File: src/rtl/movimiento_ctrl.sv
// movimiento_ctrl: motion sequencer for a two-wheel drive.
//   Accepts a motion code plus a run time in ms. If the new code would reverse
//   either wheel relative to the last code that ran, a DEAD stop phase of DEAD_MS
//   is inserted before RUN. Runs end on timeout (done pulse) or on abort.
//   If the block stays idle for DEAD_MS, it forgets the last direction, so the
//   next start needs no dead time.
// Ports:
//   clk, rst_n        clock, async active-low reset
//   cmd[2:0]          motion code (000 stop .. 101 spin, 11x invalid)
//   dur_ms[15:0]      run length in ms, 0 = run until abort
//   start, abort      one-cycle requests
//   estado[2:0]       code driven to the motor block (000 outside RUN)
//   busy              high in DEAD or RUN
//   done, err         one-cycle pulses: timed completion / rejected start
//   remaining[15:0]   whole ms left in current phase, 0 in IDLE
module movimiento_ctrl #(
  parameter int TICK_DIV = 100000,
  parameter int DEAD_MS  = 20
) (
  input  logic        clk,
  input  logic        rst_n,
  input  logic [2:0]  cmd,
  input  logic [15:0] dur_ms,
  input  logic        start,
  input  logic        abort,
  output logic [2:0]  estado,
  output logic        busy,
  output logic        done,
  output logic        err,
  output logic [15:0] remaining
);
  localparam int              PW        = (TICK_DIV > 1) ? $clog2(TICK_DIV) : 1;
  localparam logic [PW-1:0]   TICK_LAST = PW'(TICK_DIV - 1);
  localparam logic [15:0]     DEAD_LEN  = 16'(DEAD_MS);

  typedef enum logic [1:0] {S_IDLE, S_DEAD, S_RUN} state_t;

  state_t         r_state, w_next;
  logic [PW-1:0]  r_presc;
  logic [15:0]    r_remaining, r_dur, r_idle_ms;
  logic [2:0]     r_cmd, r_last_cmd;
  logic           r_done, r_err;

  logic           w_accept, w_reject, w_tick, w_ph_end, w_rev, w_idle_clr;
  logic [2:0]     w_estado;
  logic           w_busy;

  // Wheel drive per code as {right, left}; 01 = fwd, 10 = back, 00 = off.
  function automatic logic [3:0] wheels(input logic [2:0] c);
    case (c)
      3'b001:  wheels = 4'b01_01;
      3'b010:  wheels = 4'b10_10;
      3'b011:  wheels = 4'b01_00;
      3'b100:  wheels = 4'b00_01;
      3'b101:  wheels = 4'b10_01;
      default: wheels = 4'b00_00;
    endcase
  endfunction

  // fwd<->back is the only pair whose encodings XOR to 11.
  function automatic logic reversal(input logic [2:0] a, input logic [2:0] b);
    logic [3:0] x;
    x = wheels(a) ^ wheels(b);
    reversal = (x[3:2] == 2'b11) || (x[1:0] == 2'b11);
  endfunction

  assign w_accept = (r_state == S_IDLE) && start && !abort && (cmd <= 3'd5);
  assign w_reject = (r_state == S_IDLE) && start && !abort && (cmd > 3'd5);
  assign w_tick   = (r_presc == TICK_LAST);
  assign w_ph_end = w_tick && (r_remaining == 16'd1);
  assign w_rev    = reversal(r_last_cmd, cmd) && (DEAD_LEN != 16'd0);

  // State register
  always_ff @(posedge clk or negedge rst_n) begin
    if (!rst_n) r_state <= S_IDLE;
    else        r_state <= w_next;
  end

  // Next-state logic; abort always wins over completion.
  always_comb begin
    w_next = r_state;
    case (r_state)
      S_IDLE: if (w_accept) w_next = w_rev ? S_DEAD : S_RUN;
      S_DEAD: if (abort) w_next = S_IDLE;
              else if (w_ph_end) w_next = S_RUN;
      S_RUN:  if (abort) w_next = S_IDLE;
              else if ((r_dur != 16'd0) && w_ph_end) w_next = S_IDLE;
      default: w_next = S_IDLE;
    endcase
  end

  // Outputs from state; estado falls to 000 the instant reset clears r_state.
  always_comb begin
    w_estado = 3'b000;
    w_busy   = 1'b0;
    case (r_state)
      S_DEAD: w_busy = 1'b1;
      S_RUN:  begin w_busy = 1'b1; w_estado = r_cmd; end
      default: ;
    endcase
  end

  assign estado    = w_estado;
  assign busy      = w_busy;
  assign done      = r_done;
  assign err       = r_err;
  assign remaining = r_remaining;

  // Idle ms counter reaches DEAD_MS on this tick -> last direction expires.
  assign w_idle_clr = (r_state == S_IDLE) && (w_next == S_IDLE) && w_tick &&
                      (r_idle_ms != DEAD_LEN) && ((r_idle_ms + 16'd1) == DEAD_LEN);

  always_ff @(posedge clk or negedge rst_n) begin
    if (!rst_n) begin
      r_presc     <= '0;
      r_remaining <= '0;
      r_dur       <= '0;
      r_idle_ms   <= '0;
      r_cmd       <= '0;
      r_last_cmd  <= '0;
      r_done      <= 1'b0;
      r_err       <= 1'b0;
    end else begin
      // Prescaler restarts on any state change so each phase starts on a full ms.
      r_presc <= ((w_next != r_state) || w_tick) ? '0 : r_presc + 1'b1;

      if (w_next == S_IDLE)
        r_remaining <= '0;
      else if ((w_next == S_DEAD) && (r_state != S_DEAD))
        r_remaining <= DEAD_LEN;
      else if ((w_next == S_RUN) && (r_state != S_RUN))
        r_remaining <= (r_state == S_IDLE) ? dur_ms : r_dur;
      else if (w_tick && (r_remaining != 16'd0))
        r_remaining <= r_remaining - 16'd1;

      if (w_accept) begin
        r_cmd <= cmd;
        r_dur <= dur_ms;
      end

      if ((w_next == S_RUN) && (r_state != S_RUN))
        r_last_cmd <= (r_state == S_IDLE) ? cmd : r_cmd;
      else if (w_idle_clr)
        r_last_cmd <= 3'b000;

      if ((r_state == S_IDLE) && (w_next == S_IDLE)) begin
        if (w_tick && (r_idle_ms != DEAD_LEN)) r_idle_ms <= r_idle_ms + 16'd1;
      end else begin
        r_idle_ms <= '0;
      end

      r_done <= (r_state == S_RUN) && (w_next == S_IDLE) && !abort;
      r_err  <= w_reject;
    end
  end
endmodule

File: config.mk
export PLATFORM = sky130hd
export DESIGN_NAME = movimiento_ctrl
export DESIGN_NICKNAME = d
export VERILOG_FILES = /design/src/rtl/movimiento_ctrl.sv
export SDC_FILE = /design/constraint.sdc
export NUM_CORES = 1
export LEC_CHECK = 0
export ABC_AREA = 1
export CORE_AREA = 2 2 97 99
export DETAILED_ROUTE_END_ITERATION = 7
export DIE_AREA = 0 0 99 101
export PLACE_DENSITY = 0.76
export SLEW_MARGIN = 20
export SYNTH_ARGS = -nofsm -noshare
export SYNTH_HDL_FRONTEND = slang
export SYNTH_SLANG_ARGS = --single-unit
File: constraint.sdc
create_clock -name clk -period 3.5 [get_ports clk]
set_clock_uncertainty 0.1 [all_clocks]
set_input_delay 0.525 -clock clk [delete_from_list [all_inputs] [get_ports clk]]
set_output_delay 0.525 -clock clk [all_outputs]
set_load 0.01 [all_outputs]
==> results.md <==
- DR DRC count: 0
- Synth warn: 0
- Fillers: between 800 and 900
- Clk pwr share: about 16%
- Register Area: roughly 0.0019 mm²
- Detail Route Antenna Nets: 0
- Vias in the first global route: 4260
- Max-slew headroom: a little over a third
- Largest net degree at the start of global routing: 76
- Share of cells above drive strength 1: a little under a tenth
- Post-synth top area cell: dfrtp_1
- R2R setup slack: ~740 ps
- Vias: around 4400
- Critical path type: reg2reg
- Multi-input logic area: roughly 0.0025 mm²
- Antenna violations before repair: 0
- Post-CTS resize count: 0
- Sum of buffers and inverters on the critical path: 0
- Post-route design area: roughly 0.0056 mm²
- Max Root-Sink Buffers: 2
- Static leakage: approximately 2.7 nW
- Dominant cells by area after synthesis: dfrtp_1 39%, nand2_1 14%, inv_1 7.4%
- DR pass1 iterations: 5
- Fmax: approximately 360 MHz
- GP Congestion: about 0.87
- Mapped Avg Cell Area: a little over 7 µm²
- CTS H-Tree Depth: 3
- Fin worst setup slack: around 740 ps
- RSZ-0062 raised after global routing: no
- Maximum VDD drop: ~550 µV
- Worst-path clk slew: 80 ps
- Global route overflow: 0
- CP Launch Point: r_presc[0]
- Synth top area share: slightly below 40%
- Num CTS Buffers: 9
- Clk root buf: clkbuf_8
- All-Layer GR Usage: a little under a quarter
- Worst Path Arrival: slightly below 3000 ps
- Worst Path Required: around 3700 ps
- Post-place setup slack: between 400 and 500 ps
- Post-Route WL: between 10000 and 15000 µm
- Syn Inst Count: slightly below 700
- Period utilisation layout: 78.7%
- CTS tree: yes
- Delay-heaviest family, CP: simple AND/OR/NAND/NOR gates
- IO Port Bufs: 44
- Final setup viols: 0
- Worst skew pair latency: between 300 and 400 ps
- Max FO, Critical Path: 16
- DP Area: ~0.0054 mm²
- First-pass GRT wire length: ~19000 µm
- CP Launch Type: register
- Post-CTS Setup Repair Bufs: 0
- Cell Int Power: between 0.002 and 0.0025 W
- MaxCap Viol Count: 0
- Psw: roughly 0.0023 W
- Worst Setup End Kind: register
- PD cells: approximately 850 mW/mm²
- Initial core utilization: between 50% and 60%
- Die W: 99 µm
- Slowest-stage cell, CP: nand3_2
- Cell breakdown of the critical path: ha_1 > nand2_1 > nor2_2 > nand2_1 > nor2_2 > nand4_1 > nand2_1 > nand2_1 > nand2_2 > nand2_4 > o21ai_1 > nand3_2 > o21ai_0
- Net Sw Frac: 48.2%
- Actual slew at the worst max-slew pin: 963 ps
- Hold buffer count at CTS: 0
- Combinational share of power: 56.4%
- Reg-to-reg startpoint: r_presc[0]
- Seq/Total Area, Yosys: 38.8%
- WL met2: 5240 µm
- Die area: approximately 0.01 mm²
- Max-slew violation count: 0
- Max incr delay on CP: slightly above 400 ps
- Outcome: completed
- Synth Cell Area: ~0.0048 mm²
- Min cycle time layout: about 2800 ps
- TNS Setup: 0 ps
- DR vias/cell: 5.21
- Final hold violations: 0
- Diodes inserted: 0
- Area Overhead vs Synth: 15.4%
- Metal-1 WL: ~5300 µm
- Highest Signal Layer: met4
- First-iteration detailed-routing DRC count: 206
- Fin nets: 763
- Min-delay worst type: in2async
- Syn nets: 718
- Commonest cells after routing, fill and taps aside: 182 x nand2_1, 96 x inv_1, 78 x nor2_1, 75 x dfrtp_1, 60 x o21ai_0
- CTS sink cnt: 75
- Rows: 35
- Top Ports: 45
- Commonest non-fill, non-tap cell in the layout: nand2_1
- Critical Path Most Common Cell: nand2_1
- Core area: 0.00898 mm²
- Sequential power share: between 20 and 30%
- Met3 wire len: between 500 and 600 µm
- HPWL after detailed placement: 8340 µm
- Flops & latches, synth: 75
- Drt wl/cell: ~13 µm
- Die height: just over 100 µm
- Cell variety after synth: 33
-- final timing paths --
path                                  to  depth (start not counted)
min reg2reg                   r_presc[0]                          1
max in group asynchronous  remaining[14]                          1
max reg2reg                r_idle_ms[14]                         13
max                        r_idle_ms[14]                         13
min                        r_idle_ms[10]                          1
min in group clk              r_presc[0]                          1
-- stage by stage --
| step | instances | hold WS, ps | total power [W] | util [%] |
|---|---|---|---|---|
| 2_1_floorplan | 684 | 129 | 0.00327 | - |
| 3_3_place_gp | 829 | 351 | 0.00391 | 59.8 |
| 3_5_place_dp | 829 | 366 | 0.00398 | 59.8 |
| 4_1_cts | 844 | 255 | 0.00475 | 62.2 |
| 5_1_grt | 844 | 292 | 0.00519 | 62.2 |
| 6_report | 844 | 217 | 0.00475 | 62.2 |
-- power by group through the flow --
stage / logic (W) / clock network (W) / registers, W
3_3_place_gp: 0.00259 / 0 / 0.00132
6_report: 0.00268 / 0.000748 / 0.00133
5_1_grt: 0.00304 / 0.000793 / 0.00136
2_1_floorplan: 0.00198 / 0 / 0.00130
3_5_place_dp: 0.00265 / 0 / 0.00133
4_1_cts: 0.00267 / 0.000762 / 0.00132
-- cells by family after synthesis --
kind of cell,Yosys count,synth area share (%)
AOI/OAI and AO/OA,96,11.3
buffers and inverters,120,9.85
adders and majority gates,11,2.84
and+or+nand+nor,352,31.8
DFF,75,38.8
xor gates and xnor gates,30,5.43
-- registers in the layout, summed over array words and instances (netlist names) --
name,count
r_dur,16
r_cmd,3
r_presc,17
r_state,2
r_last_cmd,3
err,1
r_idle_ms,16
done,1
remaining,16
-- Yosys cell counts --
cell type and count:
clkbuf_1 7, buf_2 3, o21ai_1 13, buf_4 2, ha_1 11, nand3_1 36, nor2_2 4, xor2_1 24
o211ai_1 5, dfrtp_1 75, o21ai_0 60, a41o_1 1, nor2_4 1, nand2_4 3, a31oi_1 1, nor3_1 7
nand2_1 182, nor4_1 6, buf_6 2, o21ai_2 10, nand2_2 14, nor3_2 1, nand4_1 16, nor2_1 78
inv_2 9, inv_1 96, a21oi_1 5, nand3_2 2, or2_2 1, xnor2_1 6, clkinv_1 1, a21oi_4 1
nor3_4 1
-- per-layer routing --
metal | global-route usage [%] | vias to the layer above
met5 | 0 | -
met2 | 38.9 | 111
met4 | 7.80 | 0
met3 | 3.81 | 23
li1 | - | 2243
met1 | 32.4 | 2021
-- layout make-up --
type	instances	area share [%]
clock inverters	5	1.39
multi-input cells	489	44.5
repair buffers	48	8.38
clock buffers	10	2.46
well taps	111	2.49
inverters	106	7.13
flip-flops and latches	75	33.6
Note: power is estimated with default switching activity, not from simulation.
